**config.mk**
```make
export PLATFORM = sky130hd
export DESIGN_NAME = tdd_burst_capture_flat
export DESIGN_NICKNAME = d
export VERILOG_FILES = /design/src/rtl/tdd_burst_capture_pkg.sv /design/src/rtl/tdd_burst_capture_if.sv /design/src/rtl/tdd_sample_fifo.sv /design/src/rtl/tdd_burst_capture.sv /design/src/flat_wrapper.sv
export SDC_FILE = /design/constraint.sdc
export NUM_CORES = 1
export LEC_CHECK = 0
export BUFFER_PORTS_ARGS = -buffer_cell sky130_fd_sc_hd__buf_2
export CAP_MARGIN = 20
export CORE_MARGIN = 4
export CORE_UTILIZATION = 29
export CTS_BUF_LIST = sky130_fd_sc_hd__clkbuf_8
export DETAILED_ROUTE_END_ITERATION = 7
export PLACE_DENSITY = 0.55
export SETUP_SLACK_MARGIN = 0.1
export SYNTH_ARGS = -nofsm -noshare
export SYNTH_HDL_FRONTEND = slang
export SYNTH_SLANG_ARGS = --single-unit
```
**constraint.sdc**
```tcl
create_clock -name clk -period 3.3 [get_ports clk]
set_input_delay 0.165 -clock clk [delete_from_list [all_inputs] [get_ports clk]]
set_output_delay 0.165 -clock clk [all_outputs]
set_load 0.005 [all_outputs]
```
**src/rtl/tdd_burst_capture_pkg.sv**
```systemverilog
// Shared types and sizing for the TDD burst capture path.
// Entry layout is {last, I, Q}.
package tdd_pkg;

  localparam int DEF_DATA_WIDTH = 16;

  function automatic int entry_width(input int dw);
    return 2 * dw + 1;
  endfunction

  typedef enum logic {
    IDLE,
    ACTIVE
  } state_t;

endpackage

```
**src/rtl/tdd_burst_capture_if.sv**
```systemverilog
// Valid/ready beat stream carrying framed I/Q samples.
// The master drives beats; the slave drives ready.
interface tdd_burst_capture_if
  import tdd_pkg::*;
#(
  parameter int DATA_WIDTH = DEF_DATA_WIDTH
) ();

  logic                  m_valid;
  logic                  m_ready;
  logic                  m_last;
  logic [DATA_WIDTH-1:0] m_data_I;
  logic [DATA_WIDTH-1:0] m_data_Q;

  modport master (
    output m_valid,
    output m_last,
    output m_data_I,
    output m_data_Q,
    input  m_ready
  );

  modport slave (
    input  m_valid,
    input  m_last,
    input  m_data_I,
    input  m_data_Q,
    output m_ready
  );

endinterface

```
**src/rtl/tdd_sample_fifo.sv**
```systemverilog
// Single-clock FIFO with extra pointer MSB for full/empty.
// Head is read combinationally and reads zero when empty.
module tdd_sample_fifo #(
  parameter int WIDTH = 33,
  parameter int DEPTH = 16
) (
  input  logic             clk,
  input  logic             rstn,
  input  logic             push,
  input  logic             pop,
  input  logic [WIDTH-1:0] push_data,
  output logic             full,
  output logic             empty,
  output logic [WIDTH-1:0] pop_data
);

  localparam int AW = $clog2(DEPTH);

  logic [WIDTH-1:0] mem [DEPTH];
  logic [AW:0]      wr_ptr;
  logic [AW:0]      rd_ptr;
  logic             do_push;
  logic             do_pop;

  assign empty = (wr_ptr == rd_ptr);
  assign full  = (wr_ptr[AW] != rd_ptr[AW]) &&
                 (wr_ptr[AW-1:0] == rd_ptr[AW-1:0]);

  // A full FIFO still takes a push when the head leaves this cycle.
  assign do_pop  = pop & ~empty;
  assign do_push = push & (~full | do_pop);

  assign pop_data = empty ? '0 : mem[rd_ptr[AW-1:0]];

  // Pointer update; both advance on a concurrent push and pop.
  always_ff @(posedge clk) begin
    if (!rstn) begin
      wr_ptr <= '0;
      rd_ptr <= '0;
    end else begin
      if (do_push) wr_ptr <= wr_ptr + 1'b1;
      if (do_pop)  rd_ptr <= rd_ptr + 1'b1;
    end
  end

  // Storage write; contents need no reset since empty masks the head.
  always_ff @(posedge clk) begin
    if (do_push) mem[wr_ptr[AW-1:0]] <= push_data;
  end

endmodule

```
**src/rtl/tdd_burst_capture.sv**
```systemverilog
// Frames each high sync_in window into a burst of beats.
// One-sample hold delays data so the final beat can carry last.
module tdd_burst_capture
  import tdd_pkg::*;
#(
  parameter int DATA_WIDTH = DEF_DATA_WIDTH,
  parameter int FIFO_DEPTH = 16
) (
  input  logic                  clk,
  input  logic                  rstn,
  input  logic                  sync_in,
  input  logic [DATA_WIDTH-1:0] data_in_I,
  input  logic [DATA_WIDTH-1:0] data_in_Q,
  tdd_burst_capture_if.master   stream,
  output logic                  overflow,
  output logic [15:0]           burst_count
);

  localparam int EW = entry_width(DATA_WIDTH);

  state_t                state;
  logic [DATA_WIDTH-1:0] hold_i;
  logic [DATA_WIDTH-1:0] hold_q;

  logic          push;
  logic          pop;
  logic          full;
  logic          empty;
  logic          accept;
  logic          drop;
  logic [EW-1:0] push_data;
  logic [EW-1:0] head;

  // A held sample is pushed every cycle; sync_in low marks it last.
  assign push      = (state == ACTIVE);
  assign push_data = {~sync_in, hold_i, hold_q};
  assign pop       = ~empty & stream.m_ready;
  assign accept    = push & (~full | pop);
  assign drop      = push & full & ~pop;

  tdd_sample_fifo #(
    .WIDTH (EW),
    .DEPTH (FIFO_DEPTH)
  ) u_fifo (
    .clk       (clk),
    .rstn      (rstn),
    .push      (push),
    .pop       (pop),
    .push_data (push_data),
    .full      (full),
    .empty     (empty),
    .pop_data  (head)
  );

  assign stream.m_valid  = ~empty;
  assign stream.m_last   = head[EW-1];
  assign stream.m_data_I = head[2*DATA_WIDTH-1:DATA_WIDTH];
  assign stream.m_data_Q = head[DATA_WIDTH-1:0];

  // Hold-register FSM: IDLE means empty hold, ACTIVE means full.
  always_ff @(posedge clk) begin
    if (!rstn) begin
      state  <= IDLE;
      hold_i <= '0;
      hold_q <= '0;
    end else begin
      case (state)
        IDLE: begin
          if (sync_in) begin
            hold_i <= data_in_I;
            hold_q <= data_in_Q;
            state  <= ACTIVE;
          end
        end
        ACTIVE: begin
          if (sync_in) begin
            hold_i <= data_in_I;
            hold_q <= data_in_Q;
          end else begin
            state <= IDLE;
          end
        end
        default: state <= IDLE;
      endcase
    end
  end

  // Sticky drop flag and count of bursts closed in the FIFO.
  always_ff @(posedge clk) begin
    if (!rstn) begin
      overflow    <= 1'b0;
      burst_count <= '0;
    end else begin
      if (drop) overflow <= 1'b1;
      if (accept && !sync_in) burst_count <= burst_count + 16'd1;
    end
  end

endmodule

```
**src/flat_wrapper.sv**
```systemverilog
// flat-port wrapper written by rule: the top's interface ports become plain ports
module tdd_burst_capture_flat import tdd_pkg::*;
#(
  parameter int DATA_WIDTH = DEF_DATA_WIDTH,
  parameter int FIFO_DEPTH = 16
)
  (clk, rstn, sync_in, data_in_I, data_in_Q, overflow, burst_count, stream_m_valid, stream_m_last, stream_m_data_I, stream_m_data_Q, stream_m_ready);
  tdd_burst_capture_if #(.DATA_WIDTH(DATA_WIDTH)) stream_i ();
  input  logic clk;
  input  logic rstn;
  input  logic sync_in;
  input  logic [DATA_WIDTH-1:0] data_in_I;
  input  logic [DATA_WIDTH-1:0] data_in_Q;
  output logic overflow;
  output logic [15:0] burst_count;
  output wire logic [$bits(stream_i.m_valid)-1:0] stream_m_valid;
  output wire logic [$bits(stream_i.m_last)-1:0] stream_m_last;
  output wire logic [$bits(stream_i.m_data_I)-1:0] stream_m_data_I;
  output wire logic [$bits(stream_i.m_data_Q)-1:0] stream_m_data_Q;
  input wire logic [$bits(stream_i.m_ready)-1:0] stream_m_ready;
  assign stream_m_valid = stream_i.m_valid;
  assign stream_m_last = stream_i.m_last;
  assign stream_m_data_I = stream_i.m_data_I;
  assign stream_m_data_Q = stream_i.m_data_Q;
  assign stream_i.m_ready = stream_m_ready;
  tdd_burst_capture #(.DATA_WIDTH(DATA_WIDTH), .FIFO_DEPTH(FIFO_DEPTH)) u_core (.clk(clk), .rstn(rstn), .sync_in(sync_in), .data_in_I(data_in_I), .data_in_Q(data_in_Q), .stream(stream_i), .overflow(overflow), .burst_count(burst_count));
endmodule
```
==> results of run 1 <==
## flip-flops by register name (all words and copies together), names as in the netlist, named ones only
register / flops
u_core.burst_count: 16
u_core.u_fifo.wr_ptr: 5
u_core.overflow: 1
u_core.hold_q: 16
u_core.hold_i: 16
u_core.u_fifo.rd_ptr: 5
u_core.push: 1
u_core.u_fifo.mem: 528
## area by class of cell
type,instances,area [sq um]
flip-flops and latches,592,17100
repair buffers,161,1290
clock buffers,105,1450
inverters,7,26.3
fillers,7320,50700
clock inverters,72,494
multi-input cells,467,5420
well taps,1040,1300
## metrics by stage
| stage | utilization, % | area [sq um] |
|---|---|---|
| CTS | 34.8 | 27100 |
| global route | 34.8 | 27100 |
| finish | 34.8 | 27100 |
| floorplan | - | 22900 |
| detailed placement | 31.9 | 24800 |
| global placement | 31.9 | 24800 |
## cell usage in the layout, fill, tap and decap left out, types with 12 or more instances in the layout
cell type,Yosys,final
buf_4,2,26
a22oi_1,66,66
dfxtp_1,64,62
nand2b_1,18,18
and3_2,0,15
buf_12,0,17
dlygate4sd3_1,0,33
mux4_2,132,132
clkbuf_8,0,105
nor2b_1,38,36
buf_2,25,85
nand2_1,32,32
mux2i_1,55,55
nand3_1,12,12
inv_1,6,36
a21oi_1,42,41
clkinv_1,0,21
edfxtp_1,528,528
## synth_stat cells
cell type and instances:
nor2_4 1, nand2b_1 18, dfxtp_1 64, a21oi_4 1, nor4_2 1, clkbuf_1 30
and2_1 4, a21boi_2 1, buf_1 3, xnor2_2 1, buf_6 12, buf_4 2
and4_1 3, nand3_1 12, a31oi_1 1, ha_1 6, a211oi_1 4, a2111o_1 1
nor2_1 2, mux2i_1 55, mux4_2 132, nand4_1 10, o311ai_0 1, a21o_1 2
buf_2 25, nand2_1 32, and3b_1 1, nand3b_1 1, a211o_1 1, a211oi_2 4
nand4b_1 2, a21oi_1 42, inv_2 1, and3_1 16, xor2_1 4, edfxtp_1 528
o211ai_1 3, inv_1 6, a22oi_1 66, and4b_1 1, nor2b_1 38
## where the power goes
group / switching [mW] / internal [mW] / total [mW]
clock: 2.91 / 3.36 / 6.27
combinational: 0.606 / 0.566 / 1.17
sequential: 0.138 / 8.24 / 8.38
## worst reg2reg max path, delay by kind of cell (launching register included)
| kind | cells | cell delay, ns |
|---|---|---|
| xor+xnor | 1 | 0.27 |
| flops | 1 | 0.48 |
| simple gates | 2 | 0.74 |
| compound gates | 1 | 0.34 |
| buf+inv | 2 | 0.44 |
## path summary, 6_finish.rpt
kind,startpoint,end,slack (ns),cells past startpoint
max,flip-flop,stream_m_last,0.29,5
max reg2reg,u_core.u_fifo.wr_ptr[2],u_core.u_fifo.mem[0][10],0.70,6
min reg2reg,u_core.burst_count[15],u_core.burst_count[15],0.48,2
min,rstn,u_core.burst_count[1],0.08,3
## repair_timing
action,in CTS,in global routing
hold endpoints to repair,45,0
gates resized for setup,1,0
buffers inserted,0,2
hold buffers,33,0
setup endpoints to repair,25,17
pin swaps,0,1
## metal layers
metal	vias to the layer above	global-route usage, %	share of wire (%)	wire, microns
met3	82	2.84	4.7	2560
met5	-	0	0	0
li1	5090	-	-	-
met4	0	3.17	1.7	945
met2	276	21.6	49	26600
met1	6028	17.4	44	24000
## cells by family (layout without fill, tap and decap cells)
group / count (synthesis) / after routing / synth area share (%)
simple gates: 142 / 142 / 3.58
fa+ha+maj: 6 / 6 / 0.328
xor+xnor: 5 / 5 / 0.224
flops: 592 / 592 / 74.8
compound gates: 127 / 127 / 3.87
buf+inv: 79 / 345 / 1.86
mux: 187 / 187 / 15.4
==> results.md, run 1 <==
- Status: finished clean
- Worst Setup End Kind: primary output
- Post-synth top area share: 69.2%
- Wire length per cell: 22.2 microns
- Die Y: 289 microns
- Layout Cells excl Fill: 2444
- Mean Syn Cell Area: 20.1 sq um
- Worst Hold Class: in2reg
- Core area: 0.0778 sq mm
- VDD IR-drop max: 0.000313 V
- Die W: 289 microns
- Mapped Nets: 1180
- Area contributors post-synth: edfxtp_1, mux4_2, dfxtp_1, mux2i_1, a22oi_1
- Setup CP Type: reg2out
- Worst-Skew Late Latency: 0.71 ns
- Delay of the slowest critical-path stage: 0.55 ns
- Largest delay share family, worst path: compound AO/OA/AOI/OAI gates
- Max Freq: 333 MHz
- Die area: 0.0836 sq mm
- Flops & latches, synth: 592
- Drc violations: 0
- Fin crit period: 3.01 ns
- Iter 0 DRT Violations: 772
- Setup slack at placement: 0.715 ns
- Clock Path Buffers: 3
- Critical Path Source Type: flip-flop
- Period Utilization, post-route: 91.1%
- Cell area after synthesis: 0.0229 sq mm
- Initial Utilization: 29.4%
- Skew final: 0.0363 ns
- Diodes inserted: 0
- Setup Total Neg Slack: 0 ns
- Crit path DAT: 2.84 ns
- Syn-to-layout area delta: 18.4%
- Port buffer count: 86
- Yosys cell types: 41
- Largest net degree at the start of global routing: 64
- Num rows: 102
- Share of cells above drive strength 1: 29.8%
- RSZ-0062 raised after global routing: no
- CTS tree: built
- CP max stage cell: mux4_2
- Setup violations, final: 0
- Total global-route track usage: 13.0%
- H-tree Lvls: 3
- Buf/Inv on CP: 2
- Vias in the first global route: 12193
- Seq/Total Area, Yosys: 74.8%
- Largest area contributor in the netlist: edfxtp_1
- Num ports: 87
- Worst-Margin Slew: 0.784 ns
- First-pass GRT wire length: 80000 microns
- Cells after DPL: 2232
- Drt pass-1 iters: 5
- RePlAce Congestion: 0.721
- Vias post-DR: 11476
- Final ANT Viol Nets: 0
- CTS clock-pin slew for the worst setup and hold paths: 0.06 ns
- Fin worst setup slack: 0.293 ns
- Clk root buf: clkbuf_8
- DP HPWL: 32000 microns
- Layout Nets: 1367
- Synthesized instance count: 1138
- Hold WS: 0.0822 ns
- Peak fanout along the critical path: 16
- Total CTS buffers: 96
- Routed WL: 54200 microns
- Cell area power density: 583 mW/mm^2
- Worst relative slew slack: 47.7%
- Final Max Slew Viols: 0
- Initial antenna violation count: 1
- Avg Vias per Cell: 4.70
- Design Power: 15.8 mW
- Final hold vios: 0
- CP required: 3.13 ns
- Yosys warns: 0
- Max cap viols: 0
- P_leak: 8.88 nW
- Global route overflow: 0
- Clock Sinks: 592
- Crit path cell chain: buf_4, mux4_2, a22oi_1, a21oi_1, buf_2
Power figures use the tool's default switching activity.
==> inputs of run 2 (changes only) <==
CTS_BUF_LIST = sky130_fd_sc_hd__clkbuf_4   (was sky130_fd_sc_hd__clkbuf_8)
==> run 2 against run 1 <==
First-iteration DRC count is 9.3% lower. Sequential share of layout area shrank 2.5 points. Cell count is 7.9% higher. Largest cell class unchanged. Largest power group unchanged.
==> results.md, run 2 (synthesis gave the netlist of run 1 again) <==
- Peak fanout along the critical path: 20 (was 16)
- Initial antenna violation count: 2 (was 1)
- RePlAce Congestion: 0.721 (unchanged)
- First-pass GRT wire length: 82600 microns (was 80000 microns)
- Num ports: 87 (unchanged)
- Crit path DAT: 2.90 ns (was 2.84 ns)
- Cells after DPL: 2232 (unchanged)
- Switch Pwr: 3.76 mW (was 3.65 mW)
- RSZ-0062 raised after global routing: yes (was no)
- Skew final: 0.0674 ns (was 0.0363 ns)
- Crit path cell chain: buf_12, buf_16, mux4_2, a22oi_1, a21oi_1, buf_2 (was buf_4, mux4_2, a22oi_1, a21oi_1, buf_2)
- Drt pass-1 iters: 5 (unchanged)
- Worst relative slew slack: 48.5% (was 47.7%)
- Worst-Margin Slew: 0.772 ns (was 0.784 ns)
- Num rows: 102 (unchanged)
- Max Freq: 327 MHz (was 333 MHz)
- Largest register FFs: 528 (unchanged)
- Share of cells above drive strength 1: 34.6% (was 29.8%)
- Area occupied by multi-input gates: 0.00544 sq mm (was 0.00542 sq mm)
- Fillcell total: 7362 (was 7320)
- Iter 0 DRT Violations: 700 (was 772)
- Setup CP Type: reg2out (unchanged)
- Vias in the first global route: 13188 (was 12193)
- Hold EP: u_core.push (was u_core.burst_count[1])
- P_leak: 9.47 nW (was 8.88 nW)
- Largest net degree at the start of global routing: 64 (unchanged)
- CP max stage cell: mux4_2 (unchanged)
- Total global-route track usage: 13.5% (was 13.0%)
- Clk network pwr share: 38.7% (was 39.6%)
- Total CTS buffers: 152 (was 96)
- CTS tree: built (unchanged)
- Reg power frac: 52.7% (was 53.0%)
- Cell area power density: 562 mW/mm^2 (was 583 mW/mm^2)
- Routed WL: 56300 microns (was 54200 microns)
- Layout Cells excl Fill: 2636 (was 2444)
- Worst Hold Class: in2reg (unchanged)
- DP HPWL: 32000 microns (unchanged)
- Hold path startpoint: sync_in (was rstn)
- Core area: 0.0778 sq mm (unchanged)
- Port buffer count: 86 (unchanged)
- Wire length per cell: 21.3 microns (was 22.2 microns)
- Syn-to-layout area delta: 23.3% (was 18.4%)
- Fin crit period: 3.06 ns (was 3.01 ns)
- CP required: 3.13 ns (about the same)
- Die Y: 289 microns (unchanged)
- Final Max Slew Viols: 0 (unchanged)
- Final hold vios: 0 (unchanged)
- Reg2reg end: u_core.u_fifo.mem[0][9] (was u_core.u_fifo.mem[0][10])
- Most frequent cells in the layout: edfxtp_1, clkbuf_4, mux4_2 (was edfxtp_1, mux4_2, clkbuf_8)
- Max cap viols: 0 (unchanged)
- Initial Utilization: 29.4% (unchanged)
- Drc violations: 0 (unchanged)
- CTS clock-pin slew for the worst setup and hold paths: 0.06 ns (about the same)
- Sw Ratio: 23.7% (was 23.1%)
- Clock Sinks: 592 (unchanged)
- Worst reg2reg setup slack: 0.71 ns (was 0.70 ns)
- Die W: 289 microns (unchanged)
- Global route overflow: 0 (unchanged)
- Hold-critical path depth: 3 (unchanged)
- VDD IR-drop max: 0.000227 V (was 0.000313 V)
- Delay of the slowest critical-path stage: 0.52 ns (was 0.55 ns)
- H-tree Lvls: 4 (was 3)
- Worst Setup End Kind: primary output (unchanged)
- Most common cell after layout, fill and taps aside: edfxtp_1 (unchanged)
- Critical Path Source Type: flip-flop (unchanged)
- Layout Nets: 1530 (was 1367)
- Int Pwr: 12.1 mW (was 12.2 mW)
- R2r startpoint: u_core.u_fifo.wr_ptr[2] (unchanged)
- Comb pwr share: 8.6% (was 7.4%)
- Final ANT Viol Nets: 0 (unchanged)
- Die area: 0.0836 sq mm (unchanged)
- Avg Vias per Cell: 4.67 (was 4.70)
- Setup Total Neg Slack: 0 ns (unchanged)
- Worst-Skew Late Latency: 0.98 ns (was 0.71 ns)
- Vias post-DR: 12302 (was 11476)
- Period Utilization, post-route: 92.8% (was 91.1%)
- Clock Path Buffers: 3 (unchanged)
- Clk root buf: clkbuf_4 (was clkbuf_8)
- Worst r2r path cells: 6 (unchanged)
- Setup violations, final: 0 (unchanged)
- Status: finished clean (unchanged)
- Seq. cell area: 0.0171 sq mm (unchanged)
==> run 2: repair_timing <==
action | 4_1_cts | 5_1_grt
gates cloned | 1 | 2
setup buffers | 9 | 13
setup endpoints to repair | 34 | 15
hold endpoints to repair | 64 | 0
resized for setup | 10 | 2
pin swaps | 1 | 1
hold buffers | 117 | 0
==> run 2: power groups by stage <==
stage | Clock [mW] | Combinational [mW] | Sequential, mW
final | 6.14 | 1.37 | 8.37
after global routing | 6.76 | 1.48 | 8.38
after CTS | 6.34 | 1.35 | 8.37
after detailed placement | 0 | 1.16 | 8.54
after global placement | 0 | 1.15 | 8.52
after floorplan | 0 | 0.814 | 8.46
==> run 2: routing by layer <==
layer / part of all wire (%) / vias up / track usage [%] / wire [microns]
met2: 50 / 338 / 22.1 / 27900
li1: - / 5498 / - / -
met3: 5.3 / 77 / 3.37 / 3000
met4: 1.7 / 0 / 4.72 / 967
met5: 0 / - / 0 / 0
met1: 43 / 6389 / 17.5 / 24400
==> run 2: worst max-delay path: cells and delay by family, from the launching register on <==
kind | cells | cell delay [ns]
compound gates | 2 | 0.44
flops | 1 | 0.47
buf+inv | 3 | 0.48
mux | 1 | 0.52
==> run 2: worst max-delay path by stage <==
stage | to | cells past startpoint | startpoint
3_3_place_gp | stream_m_data_Q[0] | 6 | u_core.u_fifo.wr_ptr[1]
3_5_place_dp | stream_m_data_Q[0] | 6 | u_core.u_fifo.wr_ptr[1]
4_1_cts | stream_m_data_I[10] | 5 | flip-flop
2_1_floorplan | u_core.u_fifo.mem[15][0] | 4 | u_core.u_fifo.rd_ptr[4]
5_1_grt | stream_m_data_I[2] | 6 | flip-flop
6_report | stream_m_data_I[0] | 6 | flip-flop
==> run 2: area by class of cell <==
class	instances	share of cell area, %
clock buffer	214	5.68
tap	1040	4.60
clock inverter	44	1.00
inverter	7	0.0930
timing repair buffer	268	8.69
sequential	592	60.7
antenna	4	0.0354
multi-input combinational	467	19.2
==> run 2: stage by stage <==
step / hold WS, ns / cell area [sq um] / worst slack [ns] / total power [mW] / utilization, %
2_1_floorplan: 0.335 / 22900 / 0.212 / 9.28 / -
6_report: 0.179 / 28300 / 0.238 / 15.9 / 36.3
5_1_grt: 0.145 / 28300 / 0.0736 / 16.6 / 36.3
3_5_place_dp: 0.431 / 24800 / 0.715 / 9.70 / 31.9
4_1_cts: 0.0815 / 28100 / 0.0368 / 16.1 / 36.1
3_3_place_gp: 0.424 / 24800 / 0.740 / 9.68 / 31.9
==> inputs of run 3 (changes only) <==
PLACE_DENSITY = 0.45   (was 0.55)
==> run 3 against run 2 <==
Sequential power about the same. Clock power rose by 4.1%. Via count grew 2.3%. Sequential share of layout area down 1.0 points. Sequential cell count unchanged. Cell count increased by 2.2%. First-iteration DRC count is 4.4% higher. Combinational power up 8%. Worst hold slack gained 0.11 ns. Critical endpoint is now stream_m_data_Q[1]. Count of clock-buffer cells in the layout grew 27. Utilization up 0.61 points.
==> results.md, run 3 (synthesis gave the netlist of run 1 again) <==
- Setup slack at placement: 0.784 ns (was 0.715 ns)
- Wire length per cell: 21.8 microns (was 21.3 microns)
- First-pass GRT wire length: 87600 microns (was 82600 microns)
- Design Power: 16.2 mW (was 15.9 mW)
- Max Freq: 329 MHz (was 327 MHz)
- Share of cells above drive strength 1: 36.5% (was 34.6%)
- CTS tree: built (unchanged)
- Crit path cell chain: buf_12, buf_4, mux4_2, a22oi_1, a21oi_1, buf_2 (was buf_12, buf_16, mux4_2, a22oi_1, a21oi_1, buf_2)
- RePlAce Congestion: 0.690 (was 0.721)
- Period Utilization, post-route: 92.0% (was 92.8%)
- CP required: 3.13 ns (about the same)
- Most frequent cells in the layout: edfxtp_1, clkbuf_4, mux4_2 (unchanged)
- Clock Sinks: 592 (unchanged)
- CP max stage cell: mux4_2 (unchanged)
- Max cap viols: 0 (unchanged)
- Worst-Margin Slew: 0.865 ns (was 0.772 ns)
- Status: finished clean (unchanged)
- Syn-to-layout area delta: 25.4% (was 23.3%)
- Initial Utilization: 29.4% (unchanged)
- Largest delay share family, worst path: buffers and inverters (was multiplexers)
- VDD IR-drop max: 0.000262 V (was 0.000227 V)
- Final ANT Viol Nets: 0 (unchanged)
- Final Util: 36.9% (was 36.3%)
- CTS clock-pin slew for the worst setup and hold paths: 0.06 ns (about the same)
- Drt pass-1 iters: 5 (unchanged)
- Global route overflow: 0 (unchanged)
- Skew final: 0.0705 ns (was 0.0674 ns)
- Buf/Inv on CP: 3 (unchanged)
- Delay of the slowest critical-path stage: 0.50 ns (was 0.52 ns)
- Critical Path Source Type: flip-flop (unchanged)
- Crit path DAT: 2.87 ns (was 2.90 ns)
- Cell area power density: 565 mW/mm^2 (was 562 mW/mm^2)
- Die area: 0.0836 sq mm (unchanged)
- Die W: 289 microns (unchanged)
- Total global-route track usage: 14.4% (was 13.5%)
- Setup CP Type: reg2out (unchanged)
- Clock Path Buffers: 3 (unchanged)
- Worst-Skew Late Latency: 0.97 ns (was 0.98 ns)
- Routed WL: 58800 microns (was 56300 microns)
- Avg Vias per Cell: 4.67 (about the same)
- RSZ-0062 raised after global routing: yes (unchanged)
- Setup Total Neg Slack: 0 ns (unchanged)
- Fin crit period: 3.04 ns (was 3.06 ns)
- Iter 0 DRT Violations: 731 (was 700)
- Largest register FFs: 528 (unchanged)
- Vias post-DR: 12586 (was 12302)
- Peak fanout along the critical path: 4 (was 20)
- Most common cell after layout, fill and taps aside: edfxtp_1 (unchanged)
- Fin worst setup slack: 0.263 ns (was 0.238 ns)
- Vias in the first global route: 13631 (was 13188)
- Worst relative slew slack: 42.3% (was 48.5%)
- Die Y: 289 microns (unchanged)
- Num ports: 87 (unchanged)
- Final Max Slew Viols: 0 (unchanged)
- H-tree Lvls: 4 (unchanged)
- Drc violations: 0 (unchanged)
- Num rows: 102 (unchanged)
- Worst Setup End Kind: primary output (unchanged)
- Clk root buf: clkbuf_4 (unchanged)
- Largest net degree at the start of global routing: 67 (was 64)
- Final hold vios: 0 (unchanged)
- Port buffer count: 86 (unchanged)
- Total CTS buffers: 163 (was 152)
- Worst Hold Class: in2reg (unchanged)
- Initial antenna violation count: 2 (unchanged)
- Core area: 0.0778 sq mm (unchanged)
- Setup violations, final: 0 (unchanged)
- P_leak: 9.68 nW (was 9.47 nW)
- Layout Nets: 1563 (was 1530)
- DP HPWL: 32700 microns (was 32000 microns)
[run 3: area by class of cell]
cell class,count,area (sq um)
well taps,1040,1300
multi-input cells,467,5510
flip-flops and latches,592,17100
inverters,7,26.3
clock inverters,51,235
fillers,7355,49100
clock buffers,241,1810
diodes,5,12.5
repair buffers,290,2700
[run 3: worst register-to-register path: cells and delay by family (launching register included)]
family                    cells  cell delay, ns
xor gates and xnor gates      1            0.35
AOI/OAI and AO/OA             1            0.41
buffers and inverters         1            0.28
DFF                           1            0.34
and+or+nand+nor               2            0.86
[run 3: path summary, 6_finish.rpt]
path | from | end | slack [ns] | cells after the start
worst max-delay path | flip-flop | stream_m_data_Q[1] | 0.26 | 6
worst min register to register | u_core.burst_count[15] | u_core.burst_count[15] | 0.48 | 2
worst max register to register | u_core.u_fifo.rd_ptr[4] | u_core.u_fifo.mem[12][7] | 0.74 | 5
worst min-delay path | stream_m_ready | u_core.u_fifo.rd_ptr[4] | 0.29 | 5
[run 3: report_power, final]
group / internal [mW] / total, mW / switching [mW]
Sequential: 8.23 / 8.37 / 0.138
Clock: 3.36 / 6.39 / 3.03
Combinational: 0.805 / 1.48 / 0.674
[run 3: metal layers]
metal,wire (microns),vias to the layer above,global-route usage (%)
met4,995,0,5.02
met5,0,-,0
met2,28100,343,22.8
met3,3310,90,4.01
met1,26400,6580,19.0
li1,-,5573,-
[run 3: what timing repair did]
item | CTS | global route
endpoints found under the setup margin | 34 | 14
pin swaps | 0 | 0
gates cloned | 3 | 0
hold buffers | 131 | 0
endpoints found under the hold margin | 63 | 0
resized for setup | 24 | 8
buffers inserted | 14 | 5
[run 3: through the flow]
step | instances | hold slack [ns] | area [sq um]
after floorplan | 1138 | 0.335 | 22900
after global placement | 2243 | 0.422 | 24900
after detailed placement | 2243 | 0.429 | 24900
after CTS | 2683 | 0.116 | 28600
after global routing | 2693 | 0.207 | 28700
final | 2693 | 0.285 | 28700
